`src/rtl/mem_arb_pkg.sv`:
```
// mem_arb_pkg: shared definitions for the two-master memory bus arbiter.
//   arb_state_e : arbiter FSM encoding (IDLE=00, BUSY=01, DONE=10; 11 is illegal)
//   ERR_RDATA   : read data returned to the owner on a timeout abort
//   M0 / M1     : master index constants, also bit positions within grant
//   rr_pick     : round-robin winner selection between the two requesters
package mem_arb_pkg;

  typedef enum logic [1:0] {
    ST_IDLE = 2'b00,
    ST_BUSY = 2'b01,
    ST_DONE = 2'b10
  } arb_state_e;

  localparam logic [31:0] ERR_RDATA = 32'hDEAD_BEEF;

  localparam logic M0 = 1'b0;
  localparam logic M1 = 1'b1;

  // A lone requester always wins; on a tie the master that was not served
  // last wins. Result is only meaningful when at least one request is high.
  function automatic logic rr_pick(input logic req0, input logic req1,
                                   input logic last);
    if (req0 && !req1) begin
      return M0;
    end else if (!req0 && req1) begin
      return M1;
    end else begin
      return (last == M0) ? M1 : M0;
    end
  endfunction

endpackage

```
`src/rtl/arb_timeout_cnt.sv`:
```
// arb_timeout_cnt: 16-bit BUSY-cycle watchdog for mem_bus_arbiter.
// Only compiled when ARB_TIMEOUT_EN is defined.
//   clk    in  clock, rising edge
//   rst_n  in  asynchronous active-low reset
//   clear  in  hold count at zero (asserted whenever the arbiter is not BUSY)
//   enable in  count this cycle (BUSY without mem_ack)
//   hit    out high in the LIMIT-th consecutive enabled cycle
`ifdef ARB_TIMEOUT_EN
module arb_timeout_cnt #(
  parameter int unsigned LIMIT = 255
) (
  input  logic clk,
  input  logic rst_n,
  input  logic clear,
  input  logic enable,
  output logic hit
);

  // Counter starts at 0 in the first BUSY cycle, so the LIMIT-th waiting
  // cycle is the one where count_q == LIMIT-1.
  localparam logic [15:0] LAST = 16'(LIMIT - 1);

  logic [15:0] count_q;
  logic [15:0] count_d;

  always_comb begin
    count_d = count_q;
    if (clear) begin
      count_d = '0;
    end else if (enable) begin
      count_d = count_q + 16'd1;
    end
  end

  always_ff @(posedge clk or negedge rst_n) begin
    if (!rst_n) begin
      count_q <= '0;
    end else begin
      count_q <= count_d;
    end
  end

  assign hit = enable && (count_q == LAST);

endmodule
`endif

```
`src/rtl/mem_bus_arbiter.sv`:
```
// mem_bus_arbiter: shares one memory/IO bus between M0 (multicycle CPU) and
// M1 (DMA / display fetch). Round-robin, one transaction at a time:
// IDLE -> BUSY (mem_req held until mem_ack) -> DONE (owner ready pulse) -> IDLE.
// Ports:
//   clk, reset                 clock; asynchronous active-low reset
//   mX_req/we/addr/wdata       master X request and transaction fields
//   mX_rdata, mX_ready         master X read data and one-cycle completion
//   mem_req/we/addr/wdata      bus side, fields latched at grant
//   mem_rdata, mem_ack         bus read data and one-cycle completion
//   grant                      one-hot owner {M1,M0}, 00 when idle
//   arb_err                    one-cycle pulse with ready on timeout abort
// Optional feature: define ARB_TIMEOUT_EN to abort a BUSY transaction after
// TIMEOUT cycles without mem_ack; otherwise arb_err is 0 and BUSY waits forever.
module mem_bus_arbiter #(
  parameter int unsigned AW      = 32,
  parameter int unsigned DW      = 32,
  parameter int unsigned TIMEOUT = 255
) (
  input  logic          clk,
  input  logic          reset,
  input  logic          m0_req,
  input  logic          m0_we,
  input  logic [AW-1:0] m0_addr,
  input  logic [DW-1:0] m0_wdata,
  output logic [DW-1:0] m0_rdata,
  output logic          m0_ready,
  input  logic          m1_req,
  input  logic          m1_we,
  input  logic [AW-1:0] m1_addr,
  input  logic [DW-1:0] m1_wdata,
  output logic [DW-1:0] m1_rdata,
  output logic          m1_ready,
  output logic          mem_req,
  output logic          mem_we,
  output logic [AW-1:0] mem_addr,
  output logic [DW-1:0] mem_wdata,
  input  logic [DW-1:0] mem_rdata,
  input  logic          mem_ack,
  output logic [1:0]    grant,
  output logic          arb_err
);

  import mem_arb_pkg::*;

  if (TIMEOUT < 1 || TIMEOUT > 65535) begin : g_bad_timeout
    $error("mem_bus_arbiter: TIMEOUT must be in 1..65535");
  end

  arb_state_e    state_q,     state_d;
  logic [1:0]    grant_q,     grant_d;
  logic          rr_last_q,   rr_last_d;
  logic          bus_we_q,    bus_we_d;
  logic [AW-1:0] bus_addr_q,  bus_addr_d;
  logic [DW-1:0] bus_wdata_q, bus_wdata_d;
  logic [DW-1:0] m0_rdata_q,  m0_rdata_d;
  logic [DW-1:0] m1_rdata_q,  m1_rdata_d;
  logic          winner;

`ifdef ARB_TIMEOUT_EN
  logic arb_err_q, arb_err_d;
  logic to_hit;

  arb_timeout_cnt #(
    .LIMIT (TIMEOUT)
  ) u_timeout (
    .clk    (clk),
    .rst_n  (reset),
    .clear  (state_q != ST_BUSY),
    .enable ((state_q == ST_BUSY) && !mem_ack),
    .hit    (to_hit)
  );
`endif

  always_comb begin
    state_d     = state_q;
    grant_d     = grant_q;
    rr_last_d   = rr_last_q;
    bus_we_d    = bus_we_q;
    bus_addr_d  = bus_addr_q;
    bus_wdata_d = bus_wdata_q;
    m0_rdata_d  = m0_rdata_q;
    m1_rdata_d  = m1_rdata_q;
`ifdef ARB_TIMEOUT_EN
    arb_err_d   = 1'b0;
`endif
    winner      = rr_pick(m0_req, m1_req, rr_last_q);

    case (state_q)
      ST_IDLE: begin
        if (m0_req || m1_req) begin
          state_d   = ST_BUSY;
          rr_last_d = winner;
          if (winner == M1) begin
            grant_d     = 2'b10;
            bus_we_d    = m1_we;
            bus_addr_d  = m1_addr;
            bus_wdata_d = m1_wdata;
          end else begin
            grant_d     = 2'b01;
            bus_we_d    = m0_we;
            bus_addr_d  = m0_addr;
            bus_wdata_d = m0_wdata;
          end
        end
      end

      ST_BUSY: begin
        // Ack takes priority over a timeout landing in the same cycle.
        if (mem_ack) begin
          state_d = ST_DONE;
          if (!bus_we_q) begin
            if (grant_q[M1]) begin
              m1_rdata_d = mem_rdata;
            end else begin
              m0_rdata_d = mem_rdata;
            end
          end
        end
`ifdef ARB_TIMEOUT_EN
        else if (to_hit) begin
          state_d   = ST_DONE;
          arb_err_d = 1'b1;
          if (grant_q[M1]) begin
            m1_rdata_d = DW'(ERR_RDATA);
          end else begin
            m0_rdata_d = DW'(ERR_RDATA);
          end
        end
`endif
      end

      ST_DONE: begin
        state_d = ST_IDLE;
        grant_d = '0;
      end

      default: begin
        state_d = ST_IDLE;
        grant_d = '0;
      end
    endcase
  end

  always_ff @(posedge clk or negedge reset) begin
    if (!reset) begin
      state_q     <= ST_IDLE;
      grant_q     <= '0;
      rr_last_q   <= M1;
      bus_we_q    <= 1'b0;
      bus_addr_q  <= '0;
      bus_wdata_q <= '0;
      m0_rdata_q  <= '0;
      m1_rdata_q  <= '0;
`ifdef ARB_TIMEOUT_EN
      arb_err_q   <= 1'b0;
`endif
    end else begin
      state_q     <= state_d;
      grant_q     <= grant_d;
      rr_last_q   <= rr_last_d;
      bus_we_q    <= bus_we_d;
      bus_addr_q  <= bus_addr_d;
      bus_wdata_q <= bus_wdata_d;
      m0_rdata_q  <= m0_rdata_d;
      m1_rdata_q  <= m1_rdata_d;
`ifdef ARB_TIMEOUT_EN
      arb_err_q   <= arb_err_d;
`endif
    end
  end

  // Request and ready decode straight from state so an async reset drops
  // them in the same instant.
  assign mem_req   = (state_q == ST_BUSY);
  assign mem_we    = (state_q == ST_BUSY) && bus_we_q;
  assign mem_addr  = bus_addr_q;
  assign mem_wdata = bus_wdata_q;
  assign grant     = grant_q;
  assign m0_ready  = (state_q == ST_DONE) && grant_q[M0];
  assign m1_ready  = (state_q == ST_DONE) && grant_q[M1];
  assign m0_rdata  = m0_rdata_q;
  assign m1_rdata  = m1_rdata_q;

`ifdef ARB_TIMEOUT_EN
  assign arb_err = arb_err_q;
`else
  assign arb_err = 1'b0;
`endif

endmodule

```
`config.mk`:
```
export PLATFORM = sky130hd
export DESIGN_NAME = mem_bus_arbiter
export DESIGN_NICKNAME = d
export VERILOG_FILES = /design/src/rtl/mem_arb_pkg.sv /design/src/rtl/arb_timeout_cnt.sv /design/src/rtl/mem_bus_arbiter.sv
export SDC_FILE = /design/constraint.sdc
export NUM_CORES = 1
export LEC_CHECK = 0
export ABC_AREA = 1
export BUFFER_PORTS_ARGS = -buffer_cell sky130_fd_sc_hd__buf_2
export CORE_MARGIN = 2
export CORE_UTILIZATION = 45
export DETAILED_ROUTE_END_ITERATION = 7
export GPL_ROUTABILITY_DRIVEN = 1
export HOLD_SLACK_MARGIN = 0.1
export PLACE_DENSITY = 0.82
export SYNTH_ARGS = -nofsm -noshare
export SYNTH_HDL_FRONTEND = slang
export SYNTH_SLANG_ARGS = --single-unit
```
`constraint.sdc`:
```
create_clock -name clk -period 1.8 [get_ports clk]
set_clock_uncertainty 0.05 [all_clocks]
set_input_delay 0.36 -clock clk [delete_from_list [all_inputs] [get_ports clk]]
set_output_delay 0.36 -clock clk [all_outputs]
set_load 0.02 [all_outputs]
```
# Yosys cells after proc, flatten, opt, wreduce, memory -nomap -nowiden
# Cells that the tools add are included.
totals:
  register_bits: 134
  output_inout_bits: 135
  elab_cells: 41
op_classes:
  n_eq_ne: 4
  muxes: 12
  n_bitwise: 3
  reduce_logical: 14
ops:
  columns: ["cell", "count"]
  rows:
  - ["32-bit 2-to-1 mux", 2]
  - ["2-bit 2-to-1 mux", 4]
  - ["2-bit one-hot mux with 2 select lines", 2]
  - ["4-bit AND reduction", 2]
  - ["2-bit AND reduction", 3]
  - ["1-bit logical AND", 5]
  - ["1-bit 2-to-1 mux", 4]
  - ["1-bit NOT", 3]
  - ["2-bit by 1-bit == test with 1-bit output (second input constant)", 1]
  - ["2-bit == test (second input constant)", 1]
  - ["1-bit zero test", 2]
  - ["2-bit zero test", 1]
  - ["2-bit by 1-bit inequality test with 1-bit output (second input constant)", 1]
  - ["2-bit inequality test (second input constant)", 1]
  - ["1-bit logical OR", 1]

# Logic depth before layout (Yosys ltp)
logic_depth:
  depth_word: 7
  mapped_depth: 7

# Least setup slack after synthesis
# Ideal clock, no wire load.
synth_timing:
  kind: "flip-flop to output port"
  from: "register state_q[0]"
  to: "output mem_we"
  t_arrival_ps: 1194
  setup_slack_ps: 196
  stages_incl_launch_ff: 5
  path_buffers: 0
  cell_sequence: "dfrtp_1 inv_1 nor2_1 inv_2 nor2_1"
synth_between:
  elab_chain_len: 2
synth_lines:
  columns: ["element", "line_no", "source"]
  rows:
  - ["from (decl)", "mem_bus_arbiter.sv:49", "arb_state_e state_q, state_d;"]
  - ["from (signal assigned)", "mem_bus_arbiter.sv:158", "state_q <= state_d;"]
  - ["2-bit by 1-bit == test with 1-bit output", null, null]
  - ["via mem_req", "mem_bus_arbiter.sv:33", "output logic mem_req,"]
  - ["1-bit logical AND", "mem_bus_arbiter.sv:175", "assign mem_we = (state_q == ST_BUSY) && bus_we_q;"]
  - ["to (decl)", "mem_bus_arbiter.sv:34", "output logic mem_we,"]
# The timed path passes the listed nets, and every way through them passes these cells.

# Final worst setup path
layout_timing:
  from: "register state_q[1]"
  to: "output mem_we"
layout_between:
  elab_chain_len: 2
layout_lines:
  columns: ["element", "line_no"]
  rows:
  - ["2-bit by 1-bit == test with 1-bit output", "mem_bus_arbiter.sv:175"]
  - ["1-bit logical AND", "mem_bus_arbiter.sv:175"]
# Every way passes these cells.

==> impl_metrics.json <==
{
  "hold_violations": 0,
  "place.gp.congestion": 0.9004,
  "initial_utilization_pct": 45.67,
  "dr.pass1.iters": 6,
  "ys_seq_area_share_pct": 55.91,
  "die_x_um": 119.5,
  "grt_max_degree": 67,
  "min_period_ns": 1.719,
  "hold_class": "in -> reg",
  "final.setup.worst_slack_ns": 0.08117,
  "drt-total-wl_um": 19280,
  "setup_viol": 0,
  "critPathRequiredTime_ns": 1.39,
  "cts-root-buf": "clkbuf_16",
  "grt_pass1_vias": 6036,
  "instances_no_fill": 1162,
  "clockBufferDepth": 2,
  "cp_max_fo": 4,
  "synth_area_um2": 6000,
  "wl_per_cell_um": 16.59,
  "fin_setup_tns_ns": 0,
  "drcViolationCount": 0,
  "final_layout_size_suffix_gt1_share_pct": 37.73,
  "worst_pin_slew_ns": 0.6369,
  "htreeDepth": 4,
  "num_rows": 42,
  "die_h_um": 119.5,
  "ys_types": 21,
  "timing.fmax_ghz": 0.5818,
  "final_cell_mix": "buf_2, nand2_1, dfrtp_1, nand4_1, nand3_1",
  "end_kind": "output pin",
  "post-place-cells": 1121,
  "dieArea_um2": 14270,
  "cp_slowest_stage_delay_ns": 0.44,
  "yosys_register_bits": 134,
  "crit_chain": "nor2_2 > inv_2 > nor2_1 > buf_4",
  "syn_nets": 854,
  "drv_slew": 0,
  "drt_iter0_drc": 482,
  "vias": 6404,
  "rsz0062_at_grt": "false",
  "clkTransAtPathRegs_ns": 0.06,
  "status": "completed",
  "cap_viol_max_count": 0,
  "pre_cts_ws_ns": 0.2227,
  "slowest_stage": "dfrtp_2",
  "yosysWarnings": 0,
  "cts_inserted_buffers": 17,
  "grt_pass1_wl_um": 30530,
  "fp.coreArea_um2": 13140,
  "layout_worst_path_cycle_share_pct": 95.49,
  "path_class": "reg -> out",
  "io_pins": 302,
  "post_drt_via_cell_ratio": 5.511,
  "diodes": 0,
  "drtAntennaViolNets": 0,
  "track_usage_pct": 27.38,
  "max_slew_margin_pct": 57.39,
  "mostFrequentLayoutCell": "buf_2",
  "syn_inst": 687,
  "irDropWorstVdd_mv": 0.9251,
  "antenna_found_initial": 0,
  "cts_tree": "built",
  "power_density_nw_per_um2": 1923,
  "synthToLayoutAreaGrowth_pct": 39.52,
  "dpl.hpwl_um": 13030,
  "fillers": 1099,
  "numPortBuffers": 300,
  "cts.sinks": 134,
  "clk-insertion-delay-late_ns": 0.41,
  "cp-start-kind": "register",
  "p_leak_uw": 0.004579,
  "fin_nets": 1140,
  "synth.avg_cell_area_um2": 8.733,
  "crit_arrival_ns": 1.31,
  "overflow": 0
}
## cells in the mapped netlist
| cell type | count | area (µm²) |
|---|---|---|
| and3_1 | 1 | 6.260 |
| o21ai_1 | 1 | 5.000 |
| inv_1 | 7 | 26.28 |
| inv_2 | 3 | 11.26 |
| clkbuf_1 | 15 | 56.30 |
| dfstp_2 | 1 | 26.28 |
| nor2_4 | 1 | 11.26 |
| buf_2 | 36 | 180.2 |
| nand2_1 | 234 | 878.3 |
| buf_1 | 6 | 22.52 |
| dfrtp_1 | 133 | 3328 |
| buf_6 | 3 | 33.78 |
| nand3_1 | 101 | 505.5 |
| nand4_1 | 130 | 813.3 |
| nor3_1 | 1 | 5.000 |
| nor2_2 | 2 | 12.51 |
| conb_1 | 1 | 3.750 |
| nand3_2 | 1 | 10.01 |
| nand2_2 | 3 | 18.77 |
| buf_4 | 5 | 37.54 |
| nor2_1 | 2 | 7.510 |
## flip-flops by register name (all words and copies together), names as in the netlist
register / cells
bus_we_q: 1
mem_wdata: 32
mem_addr: 32
rr_last_q: 1
grant: 2
state_q: 2
m0_rdata: 32
m1_rdata: 32
## cells by family (layout without fill, tap and decap cells)
family | after synthesis | after routing | share of synthesized area [%]
flops | 134 | 134 | 55.91
simple gates | 476 | 476 | 37.81
other cells | 1 | 1 | 0.06251
buf+inv | 75 | 374 | 6.131
compound gates | 1 | 1 | 0.08334
## worst paths after layout
| check | start | end | slack [ns] | cells past startpoint |
|---|---|---|---|---|
| max | state_q[1]$_DFFE_PN0P_ | mem_we | 0.08 | 4 |
| min | mem_rdata[28] | m1_rdata[28]$_DFFE_PN0P_ | 0.12 | 3 |
| max reg2reg | state_q[1]$_DFFE_PN0P_ | m0_rdata[10]$_DFFE_PN0P_ | 0.19 | 6 |
| min reg2reg | m0_rdata[12]$_DFFE_PN0P_ | m0_rdata[12]$_DFFE_PN0P_ | 0.41 | 2 |
| max in group asynchronous | reset | rr_last_q$_DFFE_PN1P_ | 0.77 | 3 |
| min in group asynchronous | reset | m0_rdata[4]$_DFFE_PN0P_ | 0.35 | 2 |
## area by class of cell
| cell class | count | area [µm²] | share of cell area, % |
|---|---|---|---|
| tap | 176 | 220.2 | 2.631 |
| clock inverter | 15 | 156.4 | 1.868 |
| timing repair buffer | 332 | 1886 | 22.53 |
| inverter | 10 | 37.54 | 0.4484 |
| sequential | 134 | 3356 | 40.09 |
| multi-input combinational | 478 | 2290 | 27.35 |
| clock buffer | 17 | 425.4 | 5.082 |
## report_power, final
group	total (µW)	switching [µW]	internal, µW
registers	5300	822	4480
clock network	3390	1350	2040
logic	7410	4970	2440
total	16100	7140	8960
## critical path: cells and delay by family (launching register included)
family	cells	cell delay, ns
flops	1	0.44
simple gates	2	0.24
buf+inv	2	0.22
## layer usage
layer	GRT usage (%)	up-vias	share of wire [%]
li1	-	2966	-
met2	43.25	381	48
met1	34.57	3009	39
met3	7.902	48	9.4
met4	13.31	0	3.1
met5	0	-	0
## through the flow
stage | utilization [%] | instance area, µm² | hold WS (ns) | power, µW
floorplan | - | 6000 | 0.01441 | 9938
global placement | 58.51 | 7687 | 0.2155 | 12480
detailed placement | 58.51 | 7687 | 0.2163 | 12650
CTS | 63.61 | 8357 | 0.1012 | 16160
global route | 63.71 | 8371 | 0.1050 | 17130
finish | 63.71 | 8371 | 0.1163 | 16100
## timing repair
action	4_1_cts	5_1_grt
gates resized for setup	0	6
buffers inserted	1	0
setup endpoints to repair	1	2
hold buffers	8	0
endpoints found under the hold margin	34	0
(Power assumes the default switching activity.)
